File: config.mk
export PLATFORM = sky130hd
export DESIGN_NAME = led_event_indicator
export DESIGN_NICKNAME = d
export VERILOG_FILES = /design/src/rtl/led_ind_pkg.sv /design/src/rtl/ind_timer.sv /design/src/rtl/led_event_indicator.sv
export SDC_FILE = /design/constraint.sdc
export NUM_CORES = 1
export LEC_CHECK = 0
export BUFFER_PORTS_ARGS = -buffer_cell sky130_fd_sc_hd__buf_2
export CAP_MARGIN = 25
export CORE_UTILIZATION = 67
export CTS_BUF_LIST = sky130_fd_sc_hd__clkbuf_4
export CTS_CLUSTER_SIZE = 10
export DETAILED_ROUTE_END_ITERATION = 8
export GPL_TIMING_DRIVEN = 0
export PLACE_DENSITY = 0.86
export SETUP_SLACK_MARGIN = 0.4
export SYNTH_ARGS = -nofsm -noshare
export SYNTH_HDL_FRONTEND = slang
export SYNTH_SLANG_ARGS = --single-unit
File: constraint.sdc
create_clock -name clk_i -period 7.1 [get_ports clk_i]
set_input_delay 0.355 -clock clk_i [delete_from_list [all_inputs] [get_ports clk_i]]
set_output_delay 0.355 -clock clk_i [all_outputs]
set_load 0.005 [all_outputs]
File: src/rtl/led_ind_pkg.sv
// Shared types and constants for the LED event indicator: FSM state encoding,
// PWM frame width and the timer width helper.
package led_ind_pkg;

  typedef enum logic [1:0] {
    ST_IDLE = 2'd0,
    ST_ON   = 2'd1,
    ST_GAP  = 2'd2
  } state_t;

  localparam int PWM_FRAME_W = 4;

  // Wide enough to hold max(a,b)-1; never narrower than one bit.
  function automatic int tmr_width(input int a, input int b);
    int m;
    m = (a > b) ? a : b;
    return (m <= 2) ? 1 : $clog2(m);
  endfunction

endpackage

File: src/rtl/ind_timer.sv
// Loadable down-counter: load wins, otherwise counts toward zero and parks there.
// zero flag is combinational from the count register (valid the cycle after load).
module ind_timer #(
  parameter int W = 1
) (
  input  logic         i_clk,
  input  logic         i_rst,
  input  logic         i_load,
  input  logic [W-1:0] i_load_val,
  output logic         o_zero
);

  logic [W-1:0] r_cnt;

  always_ff @(posedge i_clk) begin
    if (i_rst) begin
      r_cnt <= '0;
    end else if (i_load) begin
      r_cnt <= i_load_val;
    end else if (r_cnt != '0) begin
      r_cnt <= r_cnt - 1'b1;
    end
  end

  assign o_zero = (r_cnt == '0);

endmodule

File: src/rtl/led_event_indicator.sv
// Turns one-cycle event strobes into timed LED flashes with a dark gap, replaying queued events;
// all outputs registered, led rises one cycle after the event. Optional dimming: LED_ENABLE_PWM_EN.
module led_event_indicator
  import led_ind_pkg::*;
#(
  parameter int ON_CYCLES  = 25_000_000,
  parameter int GAP_CYCLES = 25_000_000,
  parameter int PEND_W     = 3,
  parameter int PWM_DUTY   = 16
) (
  input  logic              clk_i,
  input  logic              rst_i,
  input  logic              event_i,
  output logic              led,
  output logic              busy_o,
  output logic [PEND_W-1:0] pend_o,
  output logic              overflow_o
);

  localparam int                TMR_W    = tmr_width(ON_CYCLES, GAP_CYCLES);
  localparam logic [TMR_W-1:0]  ON_LOAD  = TMR_W'(ON_CYCLES - 1);
  localparam logic [TMR_W-1:0]  GAP_LOAD = TMR_W'(GAP_CYCLES - 1);
  localparam logic [PEND_W-1:0] PEND_MAX = '1;

  if (ON_CYCLES < 1 || GAP_CYCLES < 1 || PWM_DUTY < 0 || PWM_DUTY > 16) begin : g_bad_param
    $error("led_event_indicator: illegal parameter value");
  end

  state_t              r_state;
  state_t              w_state_nxt;
  logic                w_dec;
  logic                w_direct;
  logic                w_inc;
  logic                w_tmr_zero;
  logic                w_tmr_load;
  logic [TMR_W-1:0]    w_tmr_val;
  logic [PEND_W-1:0]   r_pend;
  logic [PEND_W-1:0]   w_pend_nxt;
  logic                r_ovf;
  logic                w_ovf_nxt;
  logic                r_led;
  logic                w_led_nxt;
  logic                r_busy;

  ind_timer #(.W(TMR_W)) u_timer (
    .i_clk      (clk_i),
    .i_rst      (rst_i),
    .i_load     (w_tmr_load),
    .i_load_val (w_tmr_val),
    .o_zero     (w_tmr_zero)
  );

  always_ff @(posedge clk_i) begin
    if (rst_i) begin
      r_state <= ST_IDLE;
    end else begin
      r_state <= w_state_nxt;
    end
  end

  // Queued events take priority over a fresh strobe on the last gap cycle.
  always_comb begin
    w_state_nxt = r_state;
    w_dec       = 1'b0;
    w_direct    = 1'b0;
    case (r_state)
      ST_IDLE: if (event_i) w_state_nxt = ST_ON;
      ST_ON:   if (w_tmr_zero) w_state_nxt = ST_GAP;
      ST_GAP: begin
        if (w_tmr_zero) begin
          if (r_pend != '0) begin
            w_state_nxt = ST_ON;
            w_dec       = 1'b1;
          end else if (event_i) begin
            w_state_nxt = ST_ON;
            w_direct    = 1'b1;
          end else begin
            w_state_nxt = ST_IDLE;
          end
        end
      end
      default: w_state_nxt = ST_IDLE;
    endcase
  end

`ifdef LED_ENABLE_PWM_EN
  localparam logic [PWM_FRAME_W:0] DUTY = (PWM_FRAME_W + 1)'(PWM_DUTY);

  logic [PWM_FRAME_W-1:0] r_frame;
  logic [PWM_FRAME_W-1:0] w_frame_nxt;

  always_comb begin
    w_frame_nxt = r_frame;
    if (w_state_nxt == ST_ON && r_state != ST_ON) begin
      w_frame_nxt = '0;
    end else if (r_state == ST_ON) begin
      w_frame_nxt = r_frame + 1'b1;
    end
  end

  always_ff @(posedge clk_i) begin
    if (rst_i) begin
      r_frame <= '0;
    end else begin
      r_frame <= w_frame_nxt;
    end
  end

  assign w_led_nxt = (w_state_nxt == ST_ON) && ({1'b0, w_frame_nxt} < DUTY);
`else
  assign w_led_nxt = (w_state_nxt == ST_ON);
`endif

  always_comb begin
    w_tmr_load = (w_state_nxt != r_state) && (w_state_nxt != ST_IDLE);
    w_tmr_val  = (w_state_nxt == ST_ON) ? ON_LOAD : GAP_LOAD;
    w_inc      = event_i && (r_state != ST_IDLE) && !w_direct;
    w_pend_nxt = r_pend;
    w_ovf_nxt  = r_ovf;
    if (w_inc && !w_dec) begin
      if (r_pend == PEND_MAX) begin
        w_ovf_nxt = 1'b1;
      end else begin
        w_pend_nxt = r_pend + 1'b1;
      end
    end else if (w_dec && !w_inc) begin
      w_pend_nxt = r_pend - 1'b1;
    end
  end

  always_ff @(posedge clk_i) begin
    if (rst_i) begin
      r_pend <= '0;
      r_ovf  <= 1'b0;
      r_led  <= 1'b0;
      r_busy <= 1'b0;
    end else begin
      r_pend <= w_pend_nxt;
      r_ovf  <= w_ovf_nxt;
      r_led  <= w_led_nxt;
      r_busy <= (w_state_nxt != ST_IDLE);
    end
  end

  assign led        = r_led;
  assign busy_o     = r_busy;
  assign pend_o     = r_pend;
  assign overflow_o = r_ovf;

endmodule

==> flow_summary.json <==
{
  "seq_area_frac_synth_pct": 35.97,
  "core_area_um2": 2545,
  "area_growth_syn_to_layout_pct": 6.880,
  "setup-violations-final": 0,
  "die_height_um": 54.36,
  "max_cap_violations": 0,
  "crit_path_max_fanout": 5,
  "post-cts-setup-buffer-count": 0,
  "pwr-share-clk_pct": 23.1,
  "reg2reg_to": "pend_o[2]",
  "vias_per_cell": 6.632,
  "post_cts.resized_instances": 0,
  "fin_worst_hold_slack_ns": 0.4114,
  "worstSetupPathType": "reg -> reg",
  "ys_ff_latch": 33,
  "data_required_time_at_the_worst_endpoint_ns": 7.34,
  "worst-r2r-cell-count": 10,
  "max-vdd-ir-drop_uv": 205.8,
  "clock-sinks": 33,
  "tritoncts.num_buffers": 5,
  "yosys_warnings": 0,
  "synth_cells": 189,
  "synth-edff-count": 0,
  "clk_pin_slew_worst_paths_ns": 0.09,
  "netlist_area_um2": 1837,
  "finalWorstPathRequiredPeriod_ns": 2.950,
  "synthSimpleGateAreaFrac_pct": 25.41,
  "synth.net_count": 195,
  "worstHoldStart": "rst_i",
  "max_slew.worst_pin.slew_ns": 1.018,
  "setup.reg_to_reg.worst_slack_ns": 4.15,
  "timing.final.hold_violations": 0,
  "syn_avg_cell_area_um2": 9.718,
  "port_buffers": 7,
  "setup.worst_path.end_class": "flop",
  "switching_share_pct": 34.07,
  "antenna_left": 0,
  "area_share_of_fa_ha_maj_cells_after_synthesis_pct": 2.452,
  "grt_first_pass_wirelength_um": 5837,
  "clk_latency_ns": 0.35,
  "vias_in_the_first_global_route": 1342,
  "power_frac_seq_pct": 49.6,
  "diodes": 0,
  "min_period_over_period_pct": 41.55,
  "post_route_cells_drive_above_1_share_pct": 18.63,
  "synth_cell_type_count": 52,
  "gr-usage-all-layers_pct": 28.60,
  "num_vias": 1552,
  "initial_core_util_pct": 72.17,
  "final-instance-count-excl-fill": 234,
  "finalPower_mw": 0.4393,
  "cp_data_arrival_time_ns": 3.19,
  "min_to": "pend_o[0]",
  "cellLeakagePower_nw": 0.7390,
  "worstReg2RegStart": "u_timer.r_cnt[0]",
  "fillers": 182,
  "yosys.area_share.xor_xnor_pct": 6.199,
  "layout.nets": 210,
  "cts_tree": "yes",
  "postRouteWirelength_um": 3949,
  "power.combinational.fraction_pct": 27.3,
  "min_delay_path_depth": 3,
  "cts-root-buf": "clkbuf_4",
  "h-tree-depth": 2,
  "dp_cell_count": 226,
  "timing.fmax_ghz": 0.3389,
  "cp-start-kind": "flop",
  "power_density_nw_per_um2": 223.8,
  "post-dp-hpwl_um": 2867,
  "floorplan.die_area_um2": 2955,
  "hp-class": "in -> reg",
  "grt_setup_unrepaired": "no",
  "postLayoutCoreUtil_pct": 77.14,
  "ctsLongestPathBuffers": 2,
  "setup_tns_ns": 0,
  "layout_setup_ws_ns": 4.150,
  "place_area_um2": 1909,
  "synth.area.mux_share_pct": 4.087,
  "drt_iter0_drc": 53,
  "pre_cts_slack_ns": 4.221,
  "slew_violations": 0,
  "overflow": 0,
  "p_int_mw": 0.2896,
  "stdcell_area_um2": 1963,
  "rows": 18,
  "top_level_ports": 9,
  "dieWidth_um": 54.36,
  "drt-wirelength-per-cell_um": 16.88,
  "largest_family_of_logic_cells_by_synthesized_area": "simple AND/OR/NAND/NOR gates",
  "synth_ff_type": "dfxtp_1",
  "grt_max_degree": 11,
  "outcome": "complete, no violations",
  "drt_drc_violations_left": 0,
  "drt_pre_antenna_iters": 4,
  "maxSlewHeadroom_pct": 31.50,
  "cts.hold.buffers_added": 0,
  "switching_power_mw": 0.1497,
  "synth_async_sr_flop_share_pct": 0,
  "finalWeightedCongestion": 0.8172,
  "final.setup_skew_ns": 0.01066,
  "antenna_found_initial": 0,
  "synth-compound-area-share_pct": 21.80
}
==> worst max-delay path, stage by stage (launching register included) <==
cell and delay (ns):
dfxtp_1 0.33, inv_1 0.12, ha_1 0.15, nor4b_1 0.72, and2_1 0.25, nand3_1 0.17
o21ai_0 0.26, fa_1 0.22, nand2_1 0.06, mux2i_1 0.20, mux2_1 0.34
==> final cells by class <==
type | count | area, um^2 | share of cell area (%)
flip-flops and latches | 33 | 660.6 | 33.65
inverters | 5 | 18.77 | 0.9560
repair buffers | 8 | 40.04 | 2.040
multi-input cells | 142 | 1101 | 56.09
well taps | 30 | 37.54 | 1.912
clock inverters | 1 | 3.754 | 0.1912
clock buffers | 6 | 45.04 | 2.294
plain buffers | 9 | 56.30 | 2.868
==> metal layers <==
layer  global-route usage, %  share of wire [%]  vias to the layer above  routed length [um]
met2                   49.19                 49                       46                1923
li1                        -                  -                      758                   -
met5                       0                  0                        -                   0
met4                   7.692                1.2                        0                  49
met3                   9.167                5.9                        6                 232
met1                   33.90                 44                      742                1743
==> worst max path at each step <==
| stage | endpoint | slack, ns | start | cells past startpoint |
|---|---|---|---|---|
| final | pend_o[2] | 4.15 | u_timer.r_cnt[0] | 10 |
| after global routing | pend_o[2] | 3.99 | u_timer.r_cnt[0] | 10 |
| after CTS | pend_o[2] | 4.20 | u_timer.r_cnt[0] | 10 |
| after detailed placement | pend_o[2] | 4.22 | u_timer.r_cnt[0] | 10 |
| after global placement | pend_o[2] | 4.34 | u_timer.r_cnt[0] | 10 |
| after floorplan | pend_o[2] | 4.62 | u_timer.r_cnt[7] | 8 |
==> synth_stat cells (2+ instances only) <==
cell	number	area, um^2
mux2_1	3	33.78
a21oi_1	8	40.04
nand4_1	8	50.05
buf_6	3	33.78
nand2_1	4	15.01
nand2_2	2	12.51
nor4b_1	2	17.52
nor2b_1	4	25.02
o31ai_1	3	22.52
nor4_1	6	37.54
nor2_1	11	41.29
clkbuf_1	6	22.52
and3_1	5	31.28
o31ai_4	2	42.54
nor3_1	5	25.02
mux2i_1	3	30.03
o21a_1	3	22.52
nor4_4	2	42.54
o211a_1	4	40.04
o311ai_1	2	17.52
o2111a_1	2	22.52
o41ai_1	2	17.52
a31oi_1	3	18.77
or3_1	6	37.54
dfxtp_1	33	660.6
xor2_1	7	61.31
ha_1	2	25.02
a21oi_2	4	35.03
a31oi_2	3	37.54
and2_1	2	12.51
or4_4	2	22.52
nand3_1	3	15.01
o21ai_0	5	25.02
nand3b_1	2	15.01
xnor2_1	6	52.55
inv_1	5	18.77
==> flip-flops by register name, indices dropped and copies added (netlist names) <==
register and cells:
r_state 2, u_timer.r_cnt 25, led 1, busy_o 1, pend_o 3, overflow_o 1
==> logic make-up (layout without fill, tap and decap cells) <==
kind of cell | after synthesis | in the layout
and+or+nand+nor | 72 | 72
AOI/OAI and AO/OA | 47 | 47
DFF | 33 | 33
buffers and inverters | 14 | 29
xor gates and xnor gates | 13 | 13
muxes | 7 | 7
adders and majority gates | 3 | 3
==> power by group through the flow <==
stage	clock, mW	combinational, mW	sequential (mW)
after global routing	0.107	0.130	0.220
after CTS	0.101	0.118	0.217
final	0.102	0.120	0.218
after global placement	0	0.113	0.220
after detailed placement	0	0.118	0.222
after floorplan	0	0.0952	0.218
==> cells in the final DEF, fill, tap and decap left out, types with 3 or more instances in the layout <==
cell and n:
dfxtp_1 33, clkbuf_4 6, nor3_1 5, mux2_1 3
buf_2 8, o31ai_1 3, a31oi_2 3, or3_1 6
nand4_1 8, nor4_1 6, a31oi_1 3, o21ai_0 5
clkbuf_1 6, xnor2_1 6, inv_1 5, nand2_1 4
mux2i_1 3, xor2_1 7, nor2_1 11, nand3_1 3
o21a_1 3, a21oi_2 4, a21oi_1 8, nor2b_1 4
o211a_1 4, and3_1 5, buf_6 3
Note: power is estimated with default switching activity, not from simulation.
